## src/rtl/filter_frame_pkg.sv

```systemverilog
// Shared types and constants for the filter frame sequencer.
package filter_frame_pkg;

  // Zero samples injected on each side of a frame, and the warm-up outputs discarded
  localparam int PAD  = 3;
  localparam int DROP = 2 * PAD;

  typedef enum logic [1:0] {
    PRE,
    BODY,
    POST
  } state_t;

  // Describes the sample currently held at the filter output
  typedef struct packed {
    logic drop;
    logic last;
  } tag_t;

  // Width of a counter that must reach 2*half_taps
  function automatic int cnt_width(input int half_taps);
    return $clog2(2 * half_taps + 1);
  endfunction

endpackage

```

## src/rtl/frame_pos_counter.sv

```systemverilog
// Saturating up-counter with synchronous clear, used for frame position and pad counts.
module frame_pos_counter
  import filter_frame_pkg::*;
#(
  parameter int width_p = cnt_width(PAD),
  parameter int max_p   = DROP
) (
  input  logic               clk,
  input  logic               rst_n,
  input  logic               clear,
  input  logic               inc,
  output logic [width_p-1:0] count
);

  localparam logic [width_p-1:0] MAX = width_p'(max_p);

  // Clear has priority; increments stop once the ceiling is reached
  always_ff @(posedge clk or negedge rst_n) begin
    if (!rst_n) begin
      count <= '0;
    end else if (clear) begin
      count <= '0;
    end else if (inc && (count != MAX)) begin
      count <= count + 1'b1;
    end
  end

endmodule

```

## src/rtl/filter_frame_ctrl.sv

```systemverilog
// Frame sequencer around a 7-tap symmetric FIR: zero-pads each frame edge,
// drops warm-up outputs and flags the final kept output.
module filter_frame_ctrl
  import filter_frame_pkg::*;
#(
  parameter int width_p     = 24,
  parameter int half_taps_p = PAD
) (
  input  logic               clk_i,
  input  logic               reset_i,
  input  logic [width_p-1:0] data_i,
  input  logic               valid_i,
  input  logic               last_i,
  output logic               ready_o,
  output logic [width_p-1:0] filt_data_o,
  output logic               filt_valid_o,
  input  logic               filt_ready_i,
  input  logic [width_p-1:0] filt_data_i,
  input  logic               filt_valid_i,
  output logic               filt_ready_o,
  output logic [width_p-1:0] data_o,
  output logic               valid_o,
  output logic               last_o,
  input  logic               ready_i
);

  localparam int CNT_W = cnt_width(half_taps_p);
  localparam logic [CNT_W-1:0] PAD_LAST = CNT_W'(half_taps_p - 1);
  localparam logic [CNT_W-1:0] DROP_CNT = CNT_W'(2 * half_taps_p);

  state_t           state;
  state_t           state_next;
  tag_t             tag;
  logic             fin;
  logic             pad_done;
  logic             state_change;
  logic             pos_clear;
  logic             pad_inc;
  logic [CNT_W-1:0] pad_count;
  logic [CNT_W-1:0] pos;

  assign fin          = filt_valid_o & filt_ready_i;
  assign pad_done     = fin & (pad_count == PAD_LAST);
  assign state_change = (state_next != state);
  assign pos_clear    = (state == POST) & (state_next == PRE);
  assign pad_inc      = fin & (state != BODY);

  // State register; reset lands in PRE so stale filter contents get flushed
  always_ff @(posedge clk_i or negedge reset_i) begin
    if (!reset_i) begin
      state <= PRE;
    end else begin
      state <= state_next;
    end
  end

  // Next state and filter-input drive: zeros while padding, pass-through in the body
  always_comb begin
    state_next   = state;
    filt_valid_o = 1'b1;
    filt_data_o  = '0;
    ready_o      = 1'b0;
    case (state)
      PRE: begin
        if (pad_done) state_next = BODY;
      end
      BODY: begin
        filt_valid_o = valid_i;
        filt_data_o  = data_i;
        ready_o      = filt_ready_i;
        if (fin && last_i) state_next = POST;
      end
      POST: begin
        if (pad_done) state_next = PRE;
      end
      default: state_next = PRE;
    endcase
  end

  frame_pos_counter #(
    .width_p(CNT_W),
    .max_p  (2 * half_taps_p)
  ) u_pos (
    .clk  (clk_i),
    .rst_n(reset_i),
    .clear(pos_clear),
    .inc  (fin),
    .count(pos)
  );

  frame_pos_counter #(
    .width_p(CNT_W),
    .max_p  (half_taps_p - 1)
  ) u_pad (
    .clk  (clk_i),
    .rst_n(reset_i),
    .clear(state_change),
    .inc  (pad_inc),
    .count(pad_count)
  );

  // Tag follows each filter input, so it always describes the filter's held output
  always_ff @(posedge clk_i or negedge reset_i) begin
    if (!reset_i) begin
      tag <= '{drop: 1'b1, last: 1'b0};
    end else if (fin) begin
      tag <= '{drop: (pos < DROP_CNT),
               last: (state == POST) && (pad_count == PAD_LAST)};
    end
  end

  // Output side: sink warm-up samples, otherwise forward with downstream backpressure
  always_comb begin
    filt_ready_o = 1'b1;
    valid_o      = 1'b0;
    last_o       = 1'b0;
    data_o       = filt_data_i;
    if (!tag.drop) begin
      valid_o      = filt_valid_i;
      filt_ready_o = ready_i;
      last_o       = tag.last;
    end
  end

endmodule

```

## config.mk

```make
export PLATFORM = sky130hd
export DESIGN_NAME = filter_frame_ctrl
export DESIGN_NICKNAME = d
export VERILOG_FILES = /design/src/rtl/filter_frame_pkg.sv /design/src/rtl/frame_pos_counter.sv /design/src/rtl/filter_frame_ctrl.sv
export SDC_FILE = /design/constraint.sdc
export NUM_CORES = 1
export LEC_CHECK = 0
export ABC_CLOCK_PERIOD_IN_PS = 1550
export CORE_MARGIN = 5
export CORE_UTILIZATION = 28
export DETAILED_ROUTE_END_ITERATION = 16
export HOLD_SLACK_MARGIN = 0.02
export PLACE_DENSITY = 0.82
export SLEW_MARGIN = 20
export SYNTH_ARGS = -nofsm -noshare
export SYNTH_HDL_FRONTEND = slang
export SYNTH_SLANG_ARGS = --single-unit
```

## constraint.sdc

```tcl
create_clock -name clk_i -period 1.55 [get_ports clk_i]
set_input_delay 0.31 -clock clk_i [delete_from_list [all_inputs] [get_ports clk_i]]
set_output_delay 0.31 -clock clk_i [all_outputs]
set_load 0.01 [all_outputs]
```

# ---- Word-level counts from Yosys, hierarchy flattened
# Index checks and enable logic that the tools add are counted.
dict set report op_classes {
  addsub 2
  magnitude_cmp 1
  eq_ne 7
  n_mux 14
  n_bitwise 4
  reduce_logical 8
}
# operator n
set ops {}
lappend ops {{$mux W24} 1}
lappend ops {{$mux W3} 4}
lappend ops {{$add A3 B1 Y3 const B} 2}
lappend ops {{$mux W2} 3}
lappend ops {{$pmux W2 S3} 1}
lappend ops {{$mux W1} 5}
lappend ops {{$and A1 B1 Y1} 4}
lappend ops {{$logic_and A1 B1 Y1} 4}
lappend ops {{$logic_not A2 Y1} 2}
lappend ops {{$reduce_bool A2 Y1} 2}
lappend ops {{$eq A3 B2 Y1 const B} 1}
lappend ops {{$lt A3 B3 Y1 const B} 1}
lappend ops {{$ne A3 B2 Y1 const B} 1}
lappend ops {{$ne A3 B3 Y1 const B} 1}
lappend ops {{$eq A2 B1 Y1 const B} 1}
lappend ops {{$eq A2 B2 Y1 const B} 1}
lappend ops {{$ne A2 B1 Y1 const B} 1}
lappend ops {{$ne A2 B2 Y1} 1}
dict set report totals {
  ff_bits 10
  inputBits 55
  output_inout_bits 53
}

# ---- Longest topological paths before layout
# Gate-level depths: netlist of the first run.
dict set report depth {
  ltp_word 9
  ltp_mapped 5
  ltp_nobuf 5
}

# ---- Modules after synthesis
# A second synthesis of the first run with hierarchy kept.
dict set report hier_totals {
  cells_unflattened 111
  hier_area_um2 1016.0
}
# mod instances cells_each area_per_inst_um2
set by_module_without_submodules {}
lappend by_module_without_submodules {filter_frame_ctrl 1 77 638.1}
lappend by_module_without_submodules {{frame_pos_counter at u_pos} 1 16 197.7}
lappend by_module_without_submodules {{frame_pos_counter at u_pad} 1 18 180.2}

# ---- Worst setup path after synthesis of the first run
# No wires, ideal clock.
dict set report synth_path {
  path_kind {flip-flop to output port}
  from {register state[0]}
  to {output port filt_data_o[0]}
  t_arrival_ps 1103
  path_slack_ps 137
  path_stages_with_launch 5
  cell_sequence {dfrtp_1 nor2b_1 buf_6 clkbuf_1 and2_1}
}
dict set report synth_via {
  elab_chain_cells 2
}
# element line
set synth_rtl {}
lappend synth_rtl {{start: declaration} filter_frame_ctrl.sv:31} ;# state_t state;
lappend synth_rtl {{start signal: assignment} filter_frame_ctrl.sv:53} ;# state <= state_next;
lappend synth_rtl {{$eq A2 B1 Y1} filter_frame_ctrl.sv:63} ;# case (state)
lappend synth_rtl {{$mux W24} filter_frame_ctrl.sv:63}
lappend synth_rtl {{end: declaration} filter_frame_ctrl.sv:15} ;# output logic [width_p-1:0] filt_data_o,
# No other way between the ends.

# ---- Final worst setup path of the first run
dict set report layout_path {
  from {register state[1]}
  to {output port filt_valid_o}
}
dict set report layout_via {
  elab_chain_cells 2
}
# element line
set layout_rtl {}
lappend layout_rtl {{$eq A2 B1 Y1} filter_frame_ctrl.sv:63}
lappend layout_rtl {{$mux W1} filter_frame_ctrl.sv:63}
lappend layout_rtl {{end: declaration} filter_frame_ctrl.sv:16} ;# output logic filt_valid_o,
# No other way between the ends.

==> flow_summary.ini, run 1 <==
[power]
p_int_w = 0.00138
seqPwrFrac = 0.215
power_frac_comb = 0.697
powerDensity_mw_per_mm2 = 1390
ir_drop_mv = 0.331
p_sw_w = 0.000816
p_leak_nw = 0.756
switching_share = 0.371
pwr-share-clk = 0.088

[place]
dp_hpwl_microns = 2150
pre_cts_ws_ns = -0.380
port_buffers = 59
place_congestion = 0.783

[floorplanning]
core_area_sq_mm = 0.00334
die_x_microns = 68.6
rows = 21
die_y_microns = 68.6
initial_core_util = 0.288
die_area_sq_mm = 0.00471
ios = 108

[clock_network]
cts_root_buffer = clkbuf_4
clock-sinks = 10
cts_tree = built
max-clock-path-buffers = 2
insertion_delay_ns = 0.27
clk_pin_slew_ns = 0.07
cts_buffers = 3
h-tree-depth = 1

[routing]
drtIter0Drc = 10
drc_errors = 0
met2_length_microns = 1660
routedWlPerCell_microns = 13.7
ant_nets = 0
viasPerCell = 4.31
vias = 897
top_layer_used = met4
wl_met1_microns = 1030
wl_microns = 2860
wl_met3_microns = 157
firstDrtPassIters = 4

[setup_path]
cp.arrival_ns = 1.34
crit_path_max_fanout = 6
r2r-end = u_pad.count[0]
rrSetupSlack_ns = -0.02
r2r_cells = 6
path_class = reg -> out
end_kind = output port
cp.required_ns = 1.24
cp-start-kind = flop
r2r_start = state[0]

[timing]
min_period_ns = 1.65
timing.hold.ws_ns = 0.362
skew_ns = 0.00432
tightest_slew_ns = 0.481
rsz0062_at_grt = true
finalHoldViolations = 0
relSlewSlack = 0.679
drv_slew = 0
timing.fmax_mhz = 604
setup_viol = 23
fin_crit_sh = 1.07
fin_ws_ns = -0.105

[grt]
grt_max_degree = 14
grt_pass1_vias = 836
antenna_found_initial = 0
grt_first_pass_wirelength_microns = 3880
grt.overflow.total = 0
gr-usage-all-layers = 0.108

[synthesis]
syn_area_sq_um = 962
ys.flop_type = dfrtp_1
yosysSeqAreaShare = 0.261
ys_types = 34
synth-seq-cells = 10
synth_top_area_cell = dfrtp_1
synth_area_leaders = dfrtp_1 23%, buf_4 19%, and2_1 16%, ha_1 5.2%, a21oi_1 3.6%
syn_inst = 116
syn_avg_cell_area_sq_um = 8.29
syn_nets = 175
synth_warnings = 0
synth_edf_count = 0
synth_top_area_frac = 0.234
synth_common_cells = 24 x and2_1, 24 x buf_4, 9 x dfrtp_1, 7 x a21oi_1
synthArstFlopShare = 1.00

[finish]
nNetsFinal = 222
layout-drive-gt1-share = 0.414
diodes = 0
final_util = 0.476
areaGrowthSynthToFinish_pct = 65.0

[job]
max-cap-violations = 0

[status]
outcome = finished with violations
violations = setup timing

[worst_hold_path]
min_path_type = in -> async
==> timing repair <==
action	CTS	global route
gates resized for setup	116	40
endpoints found under the setup margin	30	29
cloned	1	1
pin swaps	1	13
setup buffers	1	3
hold buffers	0	0
==> layout by cell type (no fill, tap or decap), types with 2 or more instances in the layout <==
cell type / n
and2_4: 16
nand3_1: 3
a21oi_1: 6
nor2_1: 3
dlygate4sd2_1: 2
clkdlybuf4s50_1: 30
inv_1: 4
buf_4: 7
nor2b_1: 3
and2_1: 8
a21o_1: 2
dfrtp_1: 9
o31ai_1: 3
buf_6: 21
o21ai_0: 2
buf_2: 9
clkbuf_4: 3
nand2_1: 2
ha_1: 4
==> cell families after synthesis <==
kind of cell    synth area share
compound gates             0.127
fa+ha+maj                 0.0520
buf+inv                    0.243
flops                      0.261
mux                       0.0104
simple gates               0.306
==> how the worst max path moves through the flow <==
stage                         from        endpoint  cells after the start
after detailed placement   valid_i    filt_valid_o                      3
after global routing      state[1]    filt_valid_o                      3
after floorplan           state[0]  filt_data_o[0]                      4
after global placement     valid_i    filt_valid_o                      3
after CTS                 state[1]    filt_valid_o                      3
final                     state[1]    filt_valid_o                      3
==> per-stage QoR <==
step | power, W | TNS [ns] | cells | instance area (sq um)
after floorplan | 0.00118 | 0 | 116 | 962
after global placement | 0.00172 | -5.65 | 200 | 1470
after detailed placement | 0.00175 | -6.05 | 200 | 1470
after CTS | 0.00196 | -2.31 | 206 | 1420
after global routing | 0.00238 | -2.77 | 208 | 1590
final | 0.00220 | -0.880 | 208 | 1590
==> worst max-delay path, stage by stage, from the launching register on <==
cell and delay, ns:
dfrtp_1 0.42, buf_6 0.15, or3b_4 0.37, buf_6 0.13
==> per-layer routing <==
| metal | vias to the layer above | global-route usage |
|---|---|---|
| li1 | 451 | - |
| met1 | 416 | 0.121 |
| met2 | 28 | 0.190 |
| met3 | 2 | 0.0405 |
| met4 | 0 | 0.0298 |
| met5 | - | 0 |
==> flip-flops by register name, indices dropped and copies added, names as in the netlist <==
signal and flops:
u_pad.count 3, u_pos.count 3, state 2, tag 2
==> layout make-up <==
type	count	area, sq um
multi-input cells	72	547
inverters	5	18.8
flip-flops and latches	10	251
repair buffers	71	687
well taps	46	57.6
fillers	340	1750
clock buffers	4	26.3
==> power by group through the flow <==
stage               clock network [W]  logic [W]  registers (W)
floorplan                           0   0.000720       0.000463
global placement                    0    0.00126       0.000463
detailed placement                  0    0.00128       0.000469
CTS                          0.000204    0.00129       0.000470
global route                 0.000221    0.00167       0.000489
finish                       0.000194    0.00153       0.000472
Power figures use the tool's default switching activity.
==> inputs of run 2 (changes only) <==
- CORE_MARGIN: 5 -> 2
==> flow_summary.ini, run 2 (synthesized netlist as in run 1, its figures left out) <==
[setup_path]
cp-start-kind = flop
crit_path_frequent_cell = buf_6
crit_path_max_fanout = 6
r2r_cells = 5
path_class = reg -> out
cp.required_ns = 1.24
cp_cell_sequence = nor2b_4 > buf_6 > buf_6 > and2_1 > buf_2
crit_path_top_delay_cell = dfrtp_1
end_kind = output port
cp.arrival_ns = 1.36
slowest_delay_ns = 0.43

[grt]
antenna_found_initial = 0
grt_first_pass_wirelength_microns = 4450
grt_max_degree = 11
grt.overflow.total = 0
grt_pass1_vias = 922
gr-usage-all-layers = 0.139

[finish]
areaGrowthSynthToFinish_pct = 72.3
final_util = 0.501
nNetsFinal = 225
final_cell_mix = 30 x clkdlybuf4s50_1, 28 x buf_6, 21 x and2_4
top_regs = u_pad.count x3, u_pos.count x3
layout-drive-gt1-share = 0.461
nFillCells = 314
layout_commonest_cell = clkdlybuf4s50_1
diodes = 0
finalInstanceArea_sq_mm = 0.00166

[timing]
fin_ws_ns = -0.118
timing.hold.ws_ns = 0.370
fin_crit_sh = 1.08
relSlewSlack = 0.677
finalHoldViolations = 0
min_period_ns = 1.67
setup_viol = 22
skew_ns = 0.00254
timing.fmax_mhz = 600
rsz0062_at_grt = true
tightest_slew_ns = 0.483
drv_slew = 0

[routing]
drtIter0Drc = 39
firstDrtPassIters = 4
drc_errors = 0
routedWlPerCell_microns = 12.5
vias = 927
viasPerCell = 4.39
wl_microns = 2640
ant_nets = 0

[clock_network]
h-tree-depth = 1
cts_root_buffer = clkbuf_4
clk_pin_slew_ns = 0.07
insertion_delay_ns = 0.26
clock-sinks = 10
cts_tree = built
cts_buffers = 3
max-clock-path-buffers = 2
cts_hold_buf = 0

[place]
place_congestion = 0.713
dp_hpwl_microns = 1930
place_area_sq_mm = 0.00146
port_buffers = 59

[power]
p_total_w = 0.00234
p_leak_nw = 0.784
powerDensity_mw_per_mm2 = 1410
ir_drop_mv = 0.364

[floorplanning]
rows = 21
die_x_microns = 62.6
ios = 108
die_y_microns = 62.6
die_area_sq_mm = 0.00392
initial_core_util = 0.291
core_area_sq_mm = 0.00331

[worst_hold_path]
min_path_type = in -> async

[status]
outcome = finished with violations
violations = setup timing

[job]
max-cap-violations = 0
run 2: worst paths after layout:
check                           startpoint         endpoint  slack, ns
worst min register to register      tag[0]           tag[0]       0.47
max in group asynchronous          reset_i           tag[1]       0.83
min in group clk_i                  tag[0]           tag[0]       0.47
worst max register to register    state[0]   u_pad.count[0]       0.03
worst max-delay path              state[1]  filt_data_o[11]      -0.12
worst min-delay path               reset_i   u_pad.count[2]       0.37
run 2: area by class of cell:
cell class / count / area, sq um / share of cell area
repair buffers: 74 / 744 / 0.449
multi-input cells: 72 / 549 / 0.331
flip-flops and latches: 10 / 251 / 0.152
well taps: 46 / 57.6 / 0.0347
clock buffers: 4 / 36.3 / 0.0219
inverters: 5 / 18.8 / 0.0113
run 2: report_power, final:
part	switching [W]	internal, W	total, W	leakage [nW]
clock	0.0000975	0.000142	0.000240	0.0210
sequential	0.000103	0.000378	0.000481	0.125
combinational	0.000627	0.000993	0.00162	0.638
total	0.000827	0.00151	0.00234	0.784
run 2: worst max-delay path, delay by kind of cell (launching register included):
kind / cells / cell delay [ns]
buffers and inverters: 3 / 0.39
DFF: 1 / 0.43
and+or+nand+nor: 2 / 0.28
run 2: metrics by stage:
stage | worst slack, ns | TNS, ns | std cells
finish | -0.118 | -1.67 | 211
detailed placement | -0.368 | -5.61 | 201
floorplan | 0.137 | 0 | 116
global placement | -0.347 | -5.31 | 201
global route | -0.183 | -3.11 | 211
CTS | -0.129 | -1.82 | 210
run 2: per-layer routing:
metal  routed length [microns]  global-route usage  vias to the layer above  part of all wire
li1                          -                   -                      459                 -
met1                      1060               0.172                      438              0.40
met2                      1420               0.230                       26              0.54
met3                       125              0.0360                        4             0.047
met4                        40              0.0556                        0             0.015
met5                         0                   0                        -                 0
run 2: timing repair:
item | 4_1_cts | 5_1_grt
buffers inserted | 5 | 1
hold endpoints to repair | 0 | 0
pin swaps | 19 | 5
gates cloned | 1 | 0
resized for setup | 130 | 37
endpoints found under the setup margin | 31 | 30
